## src/rtl/ef_smsdac8_pkg.sv

```systemverilog
// Shared types and constants for the SMS DAC8 front end (interpolator and status counters).
package ef_smsdac8_pkg;

  localparam logic [7:0] MIDSCALE = 8'h80;

  typedef enum logic {
    IDLE = 1'b0,
    RUN  = 1'b1
  } state_e;

  // The accumulator carries L_LOG2 fractional bits below the 8-bit sample.
  function automatic int acc_width(input int l_log2);
    return 8 + l_log2;
  endfunction

endpackage

```

## src/rtl/ef_sat_cnt.sv

```systemverilog
// Saturating up-counter with synchronous clear; the clear has priority over the increment.
module ef_sat_cnt #(
  parameter int W = 8
) (
  input  logic         i_clk,
  input  logic         i_rst_b,
  input  logic         i_inc,
  input  logic         i_clr,
  output logic [W-1:0] o_cnt
);

  logic [W-1:0] r_cnt;

  always_ff @(posedge i_clk or negedge i_rst_b) begin
    if (!i_rst_b) begin
      r_cnt <= '0;
    end else if (i_clr) begin
      r_cnt <= '0;
    end else if (i_inc && (r_cnt != '1)) begin
      r_cnt <= r_cnt + W'(1);
    end
  end

  assign o_cnt = r_cnt;

endmodule

```

## src/rtl/ef_smsdac8_interp.sv

```systemverilog
// Linear-interpolating upsampler feeding the 8-b SMS DAC core: ramps o_x to each new
// sample over 2^L_LOG2 clocks and flags slots that close without a fresh sample.
module ef_smsdac8_interp
  import ef_smsdac8_pkg::*;
#(
  parameter int L_LOG2  = 2,
  parameter int W_URCNT = 8
) (
  input  logic               i_clk,
  input  logic               i_rst_b,
  input  logic               i_valid,
  input  logic [7:0]         i_x,
  output logic               o_ready,
  output logic [7:0]         o_x,
  output logic               o_urun,
  output logic [W_URCNT-1:0] o_urun_cnt,
  input  logic               i_clr_urun
);

  localparam int ACC_W = acc_width(L_LOG2);
  localparam logic [ACC_W-1:0] ACC_MID = ACC_W'(MIDSCALE) << L_LOG2;
  localparam logic [ACC_W-1:0] ACC_MAX = ACC_W'(8'hFF) << L_LOG2;

  state_e              r_state;
  logic [ACC_W-1:0]    r_acc;
  logic signed [8:0]   r_delta;
  logic [7:0]          r_tgt;
  logic [L_LOG2-1:0]   r_cnt;
  logic                r_urun;

  logic                w_slot_end;
  logic                w_urun_evt;
  logic signed [ACC_W-1:0] w_dext;
  logic signed [8:0]   w_delta_idle;
  logic signed [8:0]   w_delta_run;

  assign w_slot_end   = (r_state == RUN) && (r_cnt == '1);
  assign w_urun_evt   = w_slot_end && !i_valid;
  assign o_ready      = (r_state == IDLE) || w_slot_end;

  assign w_dext       = ACC_W'(r_delta);
  assign w_delta_idle = $signed({1'b0, i_x}) - $signed({1'b0, MIDSCALE});
  assign w_delta_run  = $signed({1'b0, i_x}) - $signed({1'b0, r_tgt});

  // delta*2^L_LOG2 equals the full sample step, so the ramp lands exactly on tgt.
  always_ff @(posedge i_clk or negedge i_rst_b) begin
    if (!i_rst_b) begin
      r_state <= IDLE;
      r_acc   <= ACC_MID;
      r_delta <= '0;
      r_tgt   <= MIDSCALE;
      r_cnt   <= '0;
      r_urun  <= 1'b0;
    end else begin
      r_urun <= 1'b0;
      case (r_state)
        IDLE: begin
          if (i_valid) begin
            r_delta <= w_delta_idle;
            r_tgt   <= i_x;
            r_cnt   <= '0;
            r_state <= RUN;
          end
        end
        RUN: begin
          r_acc <= r_acc + $unsigned(w_dext);
          r_cnt <= r_cnt + L_LOG2'(1);
          if (w_slot_end) begin
            if (i_valid) begin
              r_delta <= w_delta_run;
              r_tgt   <= i_x;
            end else begin
              r_delta <= '0;
              r_urun  <= 1'b1;
            end
          end
        end
        default: r_state <= IDLE;
      endcase
    end
  end

  assign o_x    = r_acc[L_LOG2+7:L_LOG2];
  assign o_urun = r_urun;

  ef_sat_cnt #(
    .W (W_URCNT)
  ) u_urun_cnt (
    .i_clk   (i_clk),
    .i_rst_b (i_rst_b),
    .i_inc   (w_urun_evt),
    .i_clr   (i_clr_urun),
    .o_cnt   (o_urun_cnt)
  );

  a_acc_range: assert property (@(posedge i_clk) disable iff (!i_rst_b) r_acc <= ACC_MAX);

endmodule
```

## config.mk

```make
export PLATFORM = sky130hd
export DESIGN_NAME = ef_smsdac8_interp
export DESIGN_NICKNAME = d
export VERILOG_FILES = /design/src/rtl/ef_smsdac8_pkg.sv /design/src/rtl/ef_sat_cnt.sv /design/src/rtl/ef_smsdac8_interp.sv
export SDC_FILE = /design/constraint.sdc
export NUM_CORES = 1
export LEC_CHECK = 0
export ABC_AREA = 1
export CAP_MARGIN = 20
export CORE_AREA = 2 2 55 96
export CTS_CLUSTER_SIZE = 25
export DETAILED_ROUTE_END_ITERATION = 10
export DIE_AREA = 0 0 57 98
export GPL_TIMING_DRIVEN = 0
export MAX_ROUTING_LAYER = met4
export PLACE_DENSITY = 0.86
export RECOVER_POWER = 50
export SLEW_MARGIN = 10
export SYNTH_ARGS = -nofsm -noshare
export SYNTH_HDL_FRONTEND = slang
export SYNTH_SLANG_ARGS = --single-unit
```

## constraint.sdc

```tcl
create_clock -name i_clk -period 2.7 [get_ports i_clk]
set_input_delay 0.405 -clock i_clk [delete_from_list [all_inputs] [get_ports i_clk]]
set_output_delay 0.405 -clock i_clk [all_outputs]
set_load 0.05 [all_outputs]
```

After elaboration in Yosys (flattened, before gate mapping)
Index checks and enable logic that the tools add are counted.

Register bits: 39. Word-level logic and storage cells: 40. Output and inout bits: 18. Bits of input ports: 12.

Reductions and logical operators: 7. Equality and inequality tests: 4. Multiplexer cells: 16. Bitwise operators: 1. Add/sub/neg operators: 5.

Operators by type and width (number): $mux 8 (4); $mux 9 (3); $pmux 9 s2 (1); $pmux 8 s2 (1); $add 10x10->10 (1); $sub 8x8->9 (1); $sub 8x8->9 const B (1); $add 8x1->8 const B (1); $ne 8x8->1 const B (1); $mux 1 (5); $pmux 2 s2 (1); $logic_and 1x1->1 (3); $add 2x1->2 const B (1); $eq 2x2->1 const B (1); $mux 2 (1); $ne 2x1->1 const B (1); $ne 2x2->1 const B (1); $reduce_and 2->1 (1); $reduce_bool 2->1 (1); $logic_not 1->1 (1); $logic_or 1x1->1 (1); $not 1->1 (1).

Logic depth before layout (Yosys ltp)
Gate-level depths: netlist of the first run.

Depth in word-level cells: 6. Depth in mapped cells: 11. Gate-level depth less buffers: 11.

By module
Synthesis of the first run repeated with hierarchy kept, for this count alone.

Cells, all modules: 357. Area, all modules: 2648.8 µm².

By module, submodules not included: ef_smsdac8_interp (seq. area each 778.2 µm², times used 1, area each 2137.0 µm², cells an instance 283); ef_sat_cnt (seq. area each 200.2 µm², times used 1, area each 511.7 µm², cells an instance 74).

Least setup slack after synthesis of the first run
Ideal clock, no wire load.

Path type: register to register. Start: reg u_urun_cnt.r_cnt[1], in the netlist u_urun_cnt.o_cnt[1]. End: reg u_urun_cnt.r_cnt[2], in the netlist u_urun_cnt.o_cnt[2]. Period minus slack after synthesis: 1721 ps. Arrival time: 1600 ps. Setup slack: 979 ps. Path buffers: 0. Library setup time: 121 ps. Cell stages (with the launch flop): 9. Required time: 2579 ps. Path through: dfrtp_1 > ha_1 > nand3_1 > nor2_2 > nand3_2 > nand2_4 > inv_4 > a21oi_1 > nor2_1.

Word-level cells in the longest chain between the ends: 3. Elaborated cells on any way between the ends: 6. Classes of those cells: add/sub (1); eq/ne (1); mux (2); reduce/logical (2).

RTL lines: start: declaration (line ef_sat_cnt.sv:12) `logic [W-1:0] r_cnt;`; start signal: assignment (line ef_sat_cnt.sv:20) `r_cnt <= r_cnt + W'(1);`; $add 8x1->8 or $ne 8x8->1 (tied branches) (line ef_sat_cnt.sv:20, ef_sat_cnt.sv:19); $mux 8 or $logic_and 1x1->1 (tied branches) (line ef_sat_cnt.sv:19) `end else if (i_inc && (r_cnt != '1)) begin`; $mux 8 or $reduce_bool 2->1 (tied branches).

Several ways; a longest one is shown, not always the timed one. The select of a mux whose other input is x is not followed. A chain may end at the register's enable or synchronous reset.

Worst setup path in the final report of the first run
Start: reg r_cnt[0]. End: out o_ready.

Word-level cells in the longest chain between the ends: 3.

RTL lines: start: declaration (line ef_smsdac8_interp.sv:28) `logic [L_LOG2-1:0] r_cnt;`; start signal: assignment (line ef_smsdac8_interp.sv:67) `r_cnt <= r_cnt + L_LOG2'(1);`; $eq 2x2->1 (line ef_smsdac8_interp.sv:37) `assign w_slot_end = (r_state == RUN) && (r_cnt == '1);`; $logic_and 1x1->1 (line ef_smsdac8_interp.sv:37); $logic_or 1x1->1 (line ef_smsdac8_interp.sv:39) `assign o_ready = (r_state == IDLE) || w_slot_end;`; end: declaration (line ef_smsdac8_interp.sv:13) `output logic o_ready,`.

No other way between the ends.

==> results_dict.tcl, run 1 <==
set metrics [dict create \
    cp-start-kind "flip-flop" \
    layout_commonest_cell "nand2_1" \
    setup_tns_ns 0 \
    worst_pin_slew_ns 1.26 \
    yosysUniqueCellTypes 34 \
    fin_skew_ns 0.0109 \
    required_ns 2.30 \
    cts-buffers-inserted 5 \
    p_leak_nw 1.53 \
    wl_mm 5.82 \
    coreArea_um2 4850 \
    status "finished clean" \
    num_rows 34 \
    min_period_ns 2.24 \
    mostFrequentLayoutCells "nand2_1 (91), inv_1 (39), dfrtp_1 (37)" \
    r2r_slack_ns 0.91 \
    grt_pass1_vias 2398 \
    cts_root_buf "clkbuf_8" \
    netlist_area_um2 2590 \
    insertion_delay_ns 0.30 \
    diodes 0 \
    seq_area_frac_synth_pct 37.7 \
    cp.arrival_ns 1.84 \
    cap_viol_max_count 0 \
    setup_viol 0 \
    power_density_nw_per_um2 1250 \
    ys_ff_latch 39 \
    grtUsageTotal_pct 23.8 \
    grt_max_degree 24 \
    ioPinCount 30 \
    cts_tree "done" \
    hold_viol 0 \
    postCtsSetupRepairBufs 0 \
    cts_max_level 2 \
    dpl.cell_count 427 \
    synth_area_leaders "dfrtp_1 (36%), nand2_1 (13%), ha_1 (9.6%), a21oi_1 (6.9%), inv_1 (5.6%)" \
    drtIter0Drc 50 \
    critPathMaxFanout 3 \
    post_drt_wl_per_cell_um 13.4 \
    end_kind "output pin" \
    max_freq_mhz 446 \
    ctsHoldBuffers 0 \
    dr_total_vias 2314 \
    fillCellCount 437 \
    gp_congestion 0.856 \
    synth_area_per_cell_um2 7.57 \
    min-delay-path-class "in2async" \
    dieWidth_um 57 \
    ant_nets 0 \
    synth_top_area_cell "dfrtp_1" \
    area.growth.synth_to_final_pct 17.7 \
    cts_sinks 39 \
    gr-total-overflow 0 \
    regToRegStartpoint "r_acc[0]" \
    instances_no_fill 435 \
    startpoint "r_cnt[0]" \
    rsz0062_at_grt "no" \
    worst-setup-path-type "reg2out" \
    syn-num-nets 377 \
    initial_utilization_pct 53.5 \
    grt_antenna_before_repair 0 \
    post_drt_via_cell_ratio 5.32 \
    synth_edf_count 0 \
    die-area_um2 5590 \
    fin_nets 414 \
    clockBufferDepth 2 \
    route.detailed.drc 0 \
    port_buffers 29 \
    max_slew_margin_pct 16.0 \
    detailed_place_hpwl_mm 4.41 \
    drive_gt1_share_pct 8.14 \
    dr.pass1.iters 4 \
    yosys_warnings 0 \
    slew_viol_final 0 \
    cts_resized 0 \
    async_flop_share_pct 100 \
    die_y_um 98 \
    min_period_over_period_pct 83.1 \
    clk_transition_reported_paths_ns 0.08 \
    synth_cells 343 \
    synth_top_area_share_pct 35.7 \
    grt_pass1_wl_mm 10.4 \
    synth_ff_type "dfrtp_1" \
    vdd_drop_max_mv 0.734 \
]
==> flip-flops by register name, indices dropped and copies added, names as in the netlist <==
signal / cells
r_acc: 10
r_delta: 9
r_tgt: 8
u_urun_cnt.o_cnt: 8
r_cnt: 2
o_urun: 1
r_state: 1
==> area by class of cell <==
class / count / area (um^2) / share of cell area (%)
Timing Repair Buffer: 30 / 288 / 9.42
Sequential cell: 39 / 978 / 32.0
Buffer: 13 / 86.3 / 2.83
Clock buffer: 6 / 72.6 / 2.38
Clock inverter: 2 / 60.1 / 1.97
Multi-Input combinational cell: 246 / 1330 / 43.5
Tap cell: 54 / 67.6 / 2.21
Inverter: 45 / 171 / 5.61
==> metal layers <==
metal / vias to the layer above / routed length, um / share of wire (%) / GRT usage, %
met3: 16 / 183 / 3.1 / 2.91
met4: 0 / 176 / 3.0 / 10.4
met5: - / 0 / 0 / -
met2: 58 / 3220 / 55 / 42.4
met1: 1060 / 2250 / 39 / 25.7
li1: 1180 / - / - / -
==> cell usage after synthesis (3+ instances only) <==
library cell	count
inv_2	4
o21ai_1	5
nand3b_1	4
nand2_2	3
o21ai_0	12
nor2_1	29
nand3_1	22
inv_1	39
dfrtp_1	37
ha_1	20
buf_4	9
nand2_1	89
a21oi_1	36
nand4_1	6
==> final timing paths <==
path                                            end  cells past startpoint
max in group asynchronous                r_delta[0]                      2
worst min-delay path            u_urun_cnt.o_cnt[4]                      1
min in group i_clk                         r_acc[9]                      2
worst max-delay path                        o_ready                      4
worst max register to register             r_acc[8]                     11
worst min register to register             r_acc[9]                      2
==> through the flow <==
step / power (mW) / cell area (um^2) / worst slack [ns] / utilization (%) / hold WS [ns]
floorplan: 2.72 / 2590 / 0.979 / - / 0.109
global placement: 3.12 / 2950 / 0.306 / 60.9 / 0.461
detailed placement: 3.23 / 2980 / 0.500 / 61.4 / 0.365
CTS: 3.84 / 3110 / 0.449 / 64.1 / 0.0501
global route: 4.22 / 3050 / 0.394 / 63.0 / 0.292
finish: 3.83 / 3050 / 0.457 / 63.0 / 0.214
==> cells by family (layout without fill, tap and decap cells) <==
| logic type | Yosys count | count (layout) | share of synthesized area (%) |
|---|---|---|---|
| compound gates | 58 | 58 | 11.8 |
| xor+xnor | 4 | 4 | 1.35 |
| fa+ha+maj | 22 | 22 | 11.2 |
| buf+inv | 58 | 96 | 10.1 |
| flops | 39 | 39 | 37.7 |
| simple gates | 162 | 162 | 27.9 |
==> worst max-delay path: stages (launching register included) <==
cell and delay (ns):
dfrtp_1 0.39, ha_1 0.16, inv_1 0.05, nand2_1 0.12
clkdlybuf4s50_1 0.82
==> power by group <==
group | total, mW | switching, mW | internal [mW]
Sequential | 0.974 | 0.140 | 0.834
Combinational | 2.27 | 1.38 | 0.884
Clock | 0.589 | 0.219 | 0.370
Total | 3.83 | 1.74 | 2.09
No activity file was read; power rests on OpenSTA's default activity.
==> run 2: changes to the inputs <==
--- a/config.mk
+++ b/config.mk
@@ -7,13 +7,13 @@
 export LEC_CHECK = 0
 export ABC_AREA = 1
 export CAP_MARGIN = 20
-export CORE_AREA = 2 2 55 96
+export CORE_AREA = 2 2 57 100
 export CTS_CLUSTER_SIZE = 25
 export DETAILED_ROUTE_END_ITERATION = 10
-export DIE_AREA = 0 0 57 98
+export DIE_AREA = 0 0 59 102
 export GPL_TIMING_DRIVEN = 0
 export MAX_ROUTING_LAYER = met4
-export PLACE_DENSITY = 0.86
+export PLACE_DENSITY = 0.84
 export RECOVER_POWER = 50
 export SLEW_MARGIN = 10
 export SYNTH_ARGS = -nofsm -noshare
==> constraint.sdc (replaced) <==
create_clock -name i_clk -period 2 [get_ports i_clk]
set_input_delay 0.3 -clock i_clk [delete_from_list [all_inputs] [get_ports i_clk]]
set_output_delay 0.3 -clock i_clk [all_outputs]
set_load 0.05 [all_outputs]
==> run 2 against run 1 <==
  * Non-clock buffer count increased by 1
  * Sequential power up 36%
  * Wire length decreased by 1.2%
  * Cell area fell by 0.94%
  * Largest cell class unchanged
  * Highest routed layer unchanged
==> results_dict.tcl, run 2 (synthesis results as in run 1) <==
set metrics [dict create \
    grt_pass1_wl_mm 9.80 \
    grt_max_degree 27 \
    cts_max_level 2 \
    p_total_mw 4.92 \
    status "finished clean" \
    rsz0062_at_grt "no" \
    cts_sinks 39 \
    cts-buffers-inserted 5 \
    holdPathEnd "r_cnt[0]" \
    dr_total_vias 2340 \
    gp_congestion 0.870 \
    port_buffers 29 \
    largest_reg_flops 10 \
    hold_viol 0 \
    instances_no_fill 437 \
    setup_tns_ns 0 \
    r2r-end "r_acc[8]" \
    clk_transition_reported_paths_ns 0.08 \
    cp.depth 1 \
    ant_nets 0 \
    critPathMaxFanout 5 \
    place_ws_ns -0.144 \
    dr.pass1.iters 4 \
    r2r_cells 11 \
    end_kind "output pin" \
    layout_commonest_cell "nand2_1" \
    post_drt_via_cell_ratio 5.35 \
    die-area_um2 6020 \
    die_y_um 102 \
    insertion_delay_ns 0.30 \
    critPathSlowestCell "clkdlybuf4s50_1" \
    worst-setup-path-type "reg2out" \
    p_leak_nw 1.52 \
    cp.arrival_ns 1.62 \
    mostFrequentLayoutCells "nand2_1 (90), inv_1 (39), dfrtp_1 (37)" \
    top_layer "met4" \
    dieWidth_um 59 \
    cp-start-kind "flip-flop" \
    ioPinCount 30 \
    coreArea_um2 5170 \
    clockBufferDepth 2 \
    slew_viol_final 0 \
    dpl.cell_count 428 \
    drive_gt1_share_pct 8.64 \
    max_freq_mhz 521 \
    cts_root_buf "clkbuf_8" \
    met3_length_um 140 \
    num_rows 35 \
    grt_antenna_before_repair 0 \
    fin_nets 415 \
    design_area_um2 3030 \
    worstHoldStart "r_cnt[0]" \
    wl_met2_mm 3.18 \
    whs_ns 0.496 \
    top_register "r_acc" \
    required_ns 1.70 \
    min_period_ns 1.92 \
    cp_top_family "buffers and inverters" \
    cts_tree "done" \
    worst_pin_slew_ns 0.772 \
    detailed_place_hpwl_mm 4.56 \
    slowest_delay_ns 0.88 \
    max_slew_margin_pct 48.5 \
    wl_mm 5.75 \
    regToRegStartpoint "r_acc[0]" \
    min-delay-path-class "reg2reg" \
    setup_viol 0 \
    fin_skew_ns 0.0131 \
    grtUsageTotal_pct 21.5 \
    gr-total-overflow 0 \
    final_core_util_pct 58.5 \
    r2r_slack_ns 0.27 \
    route.detailed.drc 0 \
    critical_path_buf_inv_count 1 \
    initial_utilization_pct 50.2 \
    cap_viol_max_count 0 \
    diodes 0 \
    drtIter0Drc 56 \
    cp_cell_sequence "clkdlybuf4s50_1" \
    reg_top3 "r_acc: 10 flops, r_delta: 9 flops" \
    area.growth.synth_to_final_pct 16.6 \
    fin_ws_ns 0.0797 \
    min_period_over_period_pct 96.0 \
    wl_met1_mm 2.21 \
    whs_path_depth 1 \
    post_drt_wl_per_cell_um 13.2 \
    grt_pass1_vias 2332 \
    vdd_drop_max_mv 0.743 \
    dpl_cell_area_um2 2970 \
    power_density_nw_per_um2 1620 \
]
run 2: cell count changes in the layout (fill, tap and decap cells not counted), sizes merged:
cell           before  now
clkinv              1    2
clkbuf             12   13
dlygate4sd3         1    2
dlygate4sd2         0    2
clkdlybuf4s50      27   25
bufinv              2    0
run 2: final cells by class:
class                           instances  area (um^2)
Buffer                                 13         86.3
Clock inverter                          1         5.00
Multi-Input combinational cell        246         1330
Inverter                               45          171
Sequential cell                        39          978
Clock buffer                            7         86.3
Fill cell                             483         2140
Tap cell                               55         68.8
Timing Repair Buffer                   31          297
run 2: what timing repair did:
| action | CTS | global route |
|---|---|---|
| resized for setup | 2 | 0 |
| endpoints found under the hold margin | 12 | 0 |
| hold buffers | 1 | 0 |
| buffers inserted | 0 | 0 |
| endpoints found under the setup margin | 2 | 0 |
run 2: worst max path at each step:
stage	endpoint	slack (ns)	from
after global routing	r_delta[6]	0.04	i_x[0]
after CTS	o_urun_cnt[5]	0.08	u_urun_cnt.o_cnt[5]
after detailed placement	r_delta[6]	-0.14	i_x[0]
after global placement	r_acc[7]	-0.28	i_rst_b
after floorplan	u_urun_cnt.o_cnt[2]	0.28	u_urun_cnt.o_cnt[1]
final	o_urun_cnt[5]	0.08	u_urun_cnt.o_cnt[5]
run 2: metal layers:
| metal | up-vias | track usage, % |
|---|---|---|
| li1 | 1178 | - |
| met1 | 1092 | 21.9 |
| met5 | - | - |
| met3 | 21 | 2.41 |
| met2 | 49 | 39.2 |
| met4 | 0 | 10.8 |
run 2: power breakdown:
part / switching, mW / internal [mW] / total (mW)
sequential: 0.194 / 1.13 / 1.32
combinational: 1.85 / 1.18 / 3.03
clock: 0.285 / 0.279 / 0.563
total: 2.33 / 2.59 / 4.92
